### config.mk
export PLATFORM = sky130hd
export DESIGN_NAME = irq_arbiter_ctrl
export DESIGN_NICKNAME = d
export VERILOG_FILES = /design/src/rtl/irq_arbiter_ctrl_pkg.sv /design/src/rtl/irq_arbiter_ctrl_prio_sel.sv /design/src/rtl/irq_arbiter_ctrl.sv
export SDC_FILE = /design/constraint.sdc
export NUM_CORES = 1
export LEC_CHECK = 0
export CAP_MARGIN = 20
export CORE_UTILIZATION = 40
export DETAILED_ROUTE_END_ITERATION = 8
export GPL_TIMING_DRIVEN = 0
export PLACE_DENSITY = 0.72
export SYNTH_ARGS = -nofsm -noshare
export SYNTH_HDL_FRONTEND = slang
export SYNTH_HIERARCHICAL = 1
export SYNTH_SLANG_ARGS = --single-unit
### constraint.sdc
create_clock -name clk -period 12.3 [get_ports clk]
set_clock_uncertainty 0.2 [all_clocks]
set_input_delay 3.075 -clock clk [delete_from_list [all_inputs] [get_ports clk]]
set_output_delay 3.075 -clock clk [all_outputs]
set_load 0.02 [all_outputs]
### src/rtl/irq_arbiter_ctrl_pkg.sv
// Shared types and constants for the prioritising interrupt controller.
// Register map indices, FSM state encoding and the interrupt id width.
package irq_arbiter_ctrl_pkg;

    localparam int IRQ_ID_W = 5;

    typedef enum logic [1:0] {
        S_IDLE = 2'd0,
        S_REQ  = 2'd1,
        S_BUSY = 2'd2
    } irq_state_e;

    localparam logic [2:0] IRQ_REG_ENABLE  = 3'd0;
    localparam logic [2:0] IRQ_REG_PENDING = 3'd1;
    localparam logic [2:0] IRQ_REG_EDGE    = 3'd2;
    localparam logic [2:0] IRQ_REG_PRIO    = 3'd3;
    localparam logic [2:0] IRQ_REG_THRESH  = 3'd4;
    localparam logic [2:0] IRQ_REG_INSERV  = 3'd5;
    localparam logic [2:0] IRQ_REG_STATE   = 3'd6;

endpackage

### src/rtl/irq_arbiter_ctrl_prio_sel.sv
// Combinational winner selection: highest priority among eligible sources,
// lowest index on ties.
module irq_prio_sel
    import irq_arbiter_ctrl_pkg::*;
#(
    parameter int NUM_SRC = 10,
    parameter int PRIO_W  = 2
) (
    input  logic [NUM_SRC-1:0]        eligible,
    input  logic [NUM_SRC*PRIO_W-1:0] prio,
    output logic                      found,
    output logic [IRQ_ID_W-1:0]       id
);

    logic [PRIO_W-1:0] best;

    // Strictly-greater replacement while scanning upward keeps the lowest index on ties.
    always_comb begin
        found = 1'b0;
        id    = '0;
        best  = '0;
        for (int i = 0; i < NUM_SRC; i++) begin
            if (eligible[i] && (!found || (prio[i*PRIO_W +: PRIO_W] > best))) begin
                found = 1'b1;
                id    = IRQ_ID_W'(i);
                best  = prio[i*PRIO_W +: PRIO_W];
            end
        end
    end

endmodule

### src/rtl/irq_arbiter_ctrl.sv
// Prioritising interrupt controller: pending capture, enable/priority/threshold
// filtering and a request/claim/complete handshake towards the trap unit.
module irq_arbiter_ctrl
    import irq_arbiter_ctrl_pkg::*;
#(
    parameter int NUM_SRC = 10,
    parameter int PRIO_W  = 2
) (
    input  logic                clk,
    input  logic                rst_n,
    input  logic [NUM_SRC-1:0]  src_irq,
    input  logic                cfg_rd_en,
    input  logic                cfg_wr_en,
    input  logic [2:0]          cfg_addr,
    input  logic [31:0]         cfg_wr_data,
    output logic [31:0]         cfg_rd_data,
    output logic                irq_req,
    output logic [IRQ_ID_W-1:0] irq_id,
    input  logic                irq_claim,
    input  logic                irq_complete,
    input  logic [IRQ_ID_W-1:0] irq_complete_id
);

    localparam int PRIO_BITS = NUM_SRC * PRIO_W;

    irq_state_e state;

    logic [NUM_SRC-1:0]   enable;
    logic [NUM_SRC-1:0]   pending;
    logic [NUM_SRC-1:0]   edge_sel;
    logic [NUM_SRC-1:0]   inserv;
    logic [NUM_SRC-1:0]   src_prev;
    logic [PRIO_BITS-1:0] prio;
    logic [PRIO_W-1:0]    thresh;

    logic [NUM_SRC-1:0]   prio_ok;
    logic [NUM_SRC-1:0]   id_hit;
    logic [NUM_SRC-1:0]   eligible;
    logic [NUM_SRC-1:0]   rise;
    logic [NUM_SRC-1:0]   claim_vec;
    logic [NUM_SRC-1:0]   w1c_vec;
    logic [NUM_SRC-1:0]   pending_nxt;
    logic                 id_eligible;
    logic                 claim_fire;
    logic                 complete_fire;
    logic                 win_found;
    logic [IRQ_ID_W-1:0]  win_id;

    logic wr_enable;
    logic wr_pending;
    logic wr_edge;
    logic wr_prio;
    logic wr_thresh;
    logic wr_data_unused;

    assign wr_enable  = cfg_wr_en && (cfg_addr == IRQ_REG_ENABLE);
    assign wr_pending = cfg_wr_en && (cfg_addr == IRQ_REG_PENDING);
    assign wr_edge    = cfg_wr_en && (cfg_addr == IRQ_REG_EDGE);
    assign wr_prio    = cfg_wr_en && (cfg_addr == IRQ_REG_PRIO);
    assign wr_thresh  = cfg_wr_en && (cfg_addr == IRQ_REG_THRESH);
    assign wr_data_unused = ^cfg_wr_data;

    always_comb begin
        prio_ok = '0;
        id_hit  = '0;
        for (int i = 0; i < NUM_SRC; i++) begin
            prio_ok[i] = prio[i*PRIO_W +: PRIO_W] > thresh;
            id_hit[i]  = irq_id == IRQ_ID_W'(i);
        end
    end

    assign eligible    = pending & enable & ~inserv & prio_ok;
    assign id_eligible = |(eligible & id_hit);

    assign claim_fire    = (state == S_REQ) && irq_req && irq_claim;
    assign complete_fire = (state == S_BUSY) && irq_complete && (irq_complete_id == irq_id);

    assign rise      = src_irq & ~src_prev;
    assign claim_vec = claim_fire ? id_hit : '0;
    assign w1c_vec   = wr_pending ? cfg_wr_data[NUM_SRC-1:0] : '0;

    // A fresh rising edge beats any clear (claim or W1C) landing in the same cycle.
    assign pending_nxt = (~edge_sel & src_irq)
                       | ( edge_sel & (rise | (pending & ~(claim_vec | w1c_vec))));

    irq_prio_sel #(
        .NUM_SRC (NUM_SRC),
        .PRIO_W  (PRIO_W)
    ) u_prio_sel (
        .eligible (eligible),
        .prio     (prio),
        .found    (win_found),
        .id       (win_id)
    );

    always_ff @(posedge clk or negedge rst_n) begin
        if (!rst_n) begin
            pending  <= '0;
            src_prev <= '0;
        end else begin
            pending  <= pending_nxt;
            src_prev <= src_irq;
        end
    end

    always_ff @(posedge clk or negedge rst_n) begin
        if (!rst_n) begin
            enable   <= '0;
            edge_sel <= '0;
            prio     <= '0;
            thresh   <= '0;
        end else begin
            if (wr_enable) begin
                enable <= cfg_wr_data[NUM_SRC-1:0];
            end
            if (wr_edge) begin
                edge_sel <= cfg_wr_data[NUM_SRC-1:0];
            end
            if (wr_prio) begin
                prio <= cfg_wr_data[PRIO_BITS-1:0];
            end
            if (wr_thresh) begin
                thresh <= cfg_wr_data[PRIO_W-1:0];
            end
        end
    end

    // Handshake FSM; in S_BUSY nothing new is offered, so handlers never nest.
    always_ff @(posedge clk or negedge rst_n) begin
        if (!rst_n) begin
            state   <= S_IDLE;
            irq_req <= 1'b0;
            irq_id  <= '0;
            inserv  <= '0;
        end else begin
            case (state)
                S_IDLE: begin
                    if (win_found) begin
                        irq_id  <= win_id;
                        irq_req <= 1'b1;
                        state   <= S_REQ;
                    end
                end
                S_REQ: begin
                    if (claim_fire) begin
                        inserv  <= inserv | id_hit;
                        irq_req <= 1'b0;
                        state   <= S_BUSY;
                    end else if (!id_eligible) begin
                        irq_req <= 1'b0;
                        state   <= S_IDLE;
                    end
                end
                S_BUSY: begin
                    if (complete_fire) begin
                        inserv <= inserv & ~id_hit;
                        state  <= S_IDLE;
                    end
                end
                default: begin
                    irq_req <= 1'b0;
                    state   <= S_IDLE;
                end
            endcase
        end
    end

    always_comb begin
        cfg_rd_data = '0;
        if (cfg_rd_en) begin
            case (cfg_addr)
                IRQ_REG_ENABLE:  cfg_rd_data[NUM_SRC-1:0]   = enable;
                IRQ_REG_PENDING: cfg_rd_data[NUM_SRC-1:0]   = pending;
                IRQ_REG_EDGE:    cfg_rd_data[NUM_SRC-1:0]   = edge_sel;
                IRQ_REG_PRIO:    cfg_rd_data[PRIO_BITS-1:0] = prio;
                IRQ_REG_THRESH:  cfg_rd_data[PRIO_W-1:0]    = thresh;
                IRQ_REG_INSERV:  cfg_rd_data[NUM_SRC-1:0]   = inserv;
                IRQ_REG_STATE:   cfg_rd_data[1:0]           = state;
                default:         cfg_rd_data                = '0;
            endcase
        end
    end

endmodule

==> metrics.yaml <==
status:
  status: "finished clean"
placement:
  dp_hpwl_um: 11260
  io_buffers: 69
  gp_congestion: 0.8906
route:
  drtIter0Drc: 352
  drcViolationCount: 0
  wl_per_cell_um: 18.00
  dr.pass1.iters: 5
  vias: 4750
  vias_per_cell: 5.635
  routed_wl_um: 15170
  detail-route-antenna-nets: 0
critical_path:
  worstPathMaxFanout: 5
  end_kind: "flop"
  path_common_cell: "ha_1"
  critPathTopFamily: "compound AO/OA/AOI/OAI gates"
  path_class: "reg2reg"
  max_stage_delay_ps: 410
  critPathBufInv: 5
  slowest_stage: "dfrtp_1"
  cp.required_ps: 12320
  arrival_ps: 11810
  timing.critical_path.from_type: "flop"
clocking:
  htreeDepth: 3
  cts_tree: "built"
  clk_pin_slew_ps: 60
  insertion_delay_ps: 350
  cts.sinks: 80
  cts-buffers-inserted: 9
  cts_max_path_buffers: 2
  cts_hold_buf: 0
  cts_root_buf: "clkbuf_16"
logic_synthesis:
  synth.cell_area_um2: 5384
  syn_avg_cell_area_um2: 9.580
  ys_seq_area_frac: 0.3718
  synthFlopType: "dfrtp_1"
  synth-edff-count: 0
  yosysUniqueCellTypes: 71
  synth_warnings: 6
  syn_inst: 562
  async_flop_share: 1.000
  ys_ff_latch: 80
sta:
  timing.max_slew.rel_slack: 0.4162
  fmax_ghz: 0.08483
  finalHoldViolations: 0
  finalMaxSlewViolations: 0
  setup_viol: 0
  worstMarginPinSlew_ps: 872.0
  fin_crit_sh: 0.9585
  post-route-min-period_ps: 11790
floorplan:
  die-area_um2: 13930
  die_h_um: 118.0
  die_w_um: 118.0
  io_pins: 94
  start_util: 0.4082
  core_region_area_um2: 13190
  num_rows: 42
grt:
  grt_max_degree: 53
  grt_pass1_vias: 4723
  overflow: 0
  antenna_found_initial: 0
  grt_pass1_wl_um: 24170
  gr-usage-all-layers: 0.2230
power_and_ir_drop:
  vdd_ir_drop_max_v: 0.00007721
  p_int_uw: 754.3
  finalPower_mw: 1.227
  clockPowerShare: 0.240
  power.density_nw_per_um2: 178.9
  seq_power_share: 0.321
  sw_frac_of_total: 0.3854
  comb_power_share: 0.439
  p_leak_nw: 3.082
  p_sw_uw: 473.0
finish:
  final_core_util: 0.5201
  final_common_cell: "dfrtp_1"
  mostFrequentLayoutCells: "79 x dfrtp_1, 77 x nand2_1, 68 x clkdlybuf4s50_1"
  layout-drive-gt1-share: 0.2099
  syn2layout_area_growth_pct: 27.42
  diodes: 0
  finalNetCount: 750
job:
  cap_violations: 0
min_path:
  min_path_type: "reg2reg"
-- cell type report --
| cell class | count | area [um2] |
|---|---|---|
| Clock buffer | 10 | 239.0 |
| Buffer | 27 | 178.9 |
| Multi-Input combinational cell | 426 | 3198 |
| Fill cell | 1210 | 6330 |
| Inverter | 40 | 153.9 |
| Tap cell | 176 | 220.2 |
| Clock inverter | 6 | 91.34 |
| Timing Repair Buffer | 78 | 775.7 |
| Sequential cell | 80 | 2003 |
-- metrics by stage --
stage          worst slack (ps)  std cells  TNS [ps]  hold WS [ps]  cell area, um2
4_1_cts                   9.392        837         0         310.4            6719
3_3_place_gp             -386.5        818     -1260         305.8            6336
3_5_place_dp             -711.9        819     -2457         298.8            6361
2_1_floorplan             926.2        573         0         276.4            5425
6_report                  511.0        843         0         308.9            6860
5_1_grt                  -111.6        843    -357.7         344.2            6860
-- synthesized netlist by cell type (4+ instances only) --
library cell / count / area share
o21ai_0: 25 / 0.023
buf_4: 17 / 0.024
buf_2: 5 / 0.0046
dfrtp_1: 80 / 0.37
o221ai_1: 5 / 0.0081
inv_1: 38 / 0.026
mux2i_1: 14 / 0.026
o2111ai_1: 6 / 0.0098
a222oi_1: 9 / 0.017
clkbuf_1: 4 / 0.0028
nor2_1: 30 / 0.021
nor3b_1: 5 / 0.0070
ha_1: 32 / 0.074
nand2_1: 77 / 0.054
nand3_1: 8 / 0.0074
a21oi_1: 28 / 0.026
or3_1: 4 / 0.0046
mux2_2: 47 / 0.098
nand3b_1: 4 / 0.0056
a22o_1: 8 / 0.013
and2_1: 17 / 0.020
nor3_1: 6 / 0.0056
nor2b_1: 16 / 0.019
o211ai_1: 4 / 0.0056
xor2_1: 4 / 0.0065
o22ai_1: 4 / 0.0046
-- power by group through the flow --
stage | Clock, mW | Sequential, mW | Combinational [mW]
4_1_cts | 0.302 | 0.390 | 0.492
3_5_place_dp | 0 | 0.395 | 0.483
6_report | 0.295 | 0.394 | 0.539
5_1_grt | 0.313 | 0.402 | 0.592
2_1_floorplan | 0 | 0.378 | 0.345
3_3_place_gp | 0 | 0.391 | 0.463
-- logic make-up (layout without fill, tap and decap cells) --
group | count (synthesis) | in the layout | share of synthesized area
compound gates | 118 | 118 | 0.1583
xor+xnor | 5 | 5 | 0.008133
fa+ha+maj | 33 | 33 | 0.07623
buf+inv | 67 | 161 | 0.06112
flops | 80 | 80 | 0.3718
mux | 63 | 63 | 0.1313
other cells | 2 | 13 | 0.001395
simple gates | 194 | 194 | 0.1917
-- final timing paths --
check	from	slack (ps)	depth (start not counted)	to
min in group asynchronous	rst_n	2460	1	prio[15]
worst max-delay path	thresh[1]	510	62	irq_id[3]
max in group asynchronous	rst_n	8850	2	async pin
worst min-delay path	src_prev[8]	310	3	pending[8]
worst min register to register	src_prev[8]	310	3	pending[8]
worst max register to register	thresh[1]	510	62	irq_id[3]
-- tightest hold or removal path, stage by stage, from the launching register on --
cell and delay, ps:
dfrtp_1 320, nand2_1 50, nand2_1 60, nand2_1 40
-- per-layer routing --
| metal | up-vias | GRT usage | wire, um |
|---|---|---|---|
| met5 | - | 0 | 0 |
| met3 | 23 | 0.04312 | 909 |
| met4 | 0 | 0.08413 | 341 |
| met1 | 2341 | 0.2845 | 6617 |
| met2 | 177 | 0.3724 | 7302 |
| li1 | 2209 | - | - |
-- repair_timing --
action | in CTS | in global routing
buffers inserted | 2 | 6
pin swaps | 0 | 6
resized for setup | 5 | 24
setup endpoints to repair | 4 | 4
(Power assumes the default switching activity.)
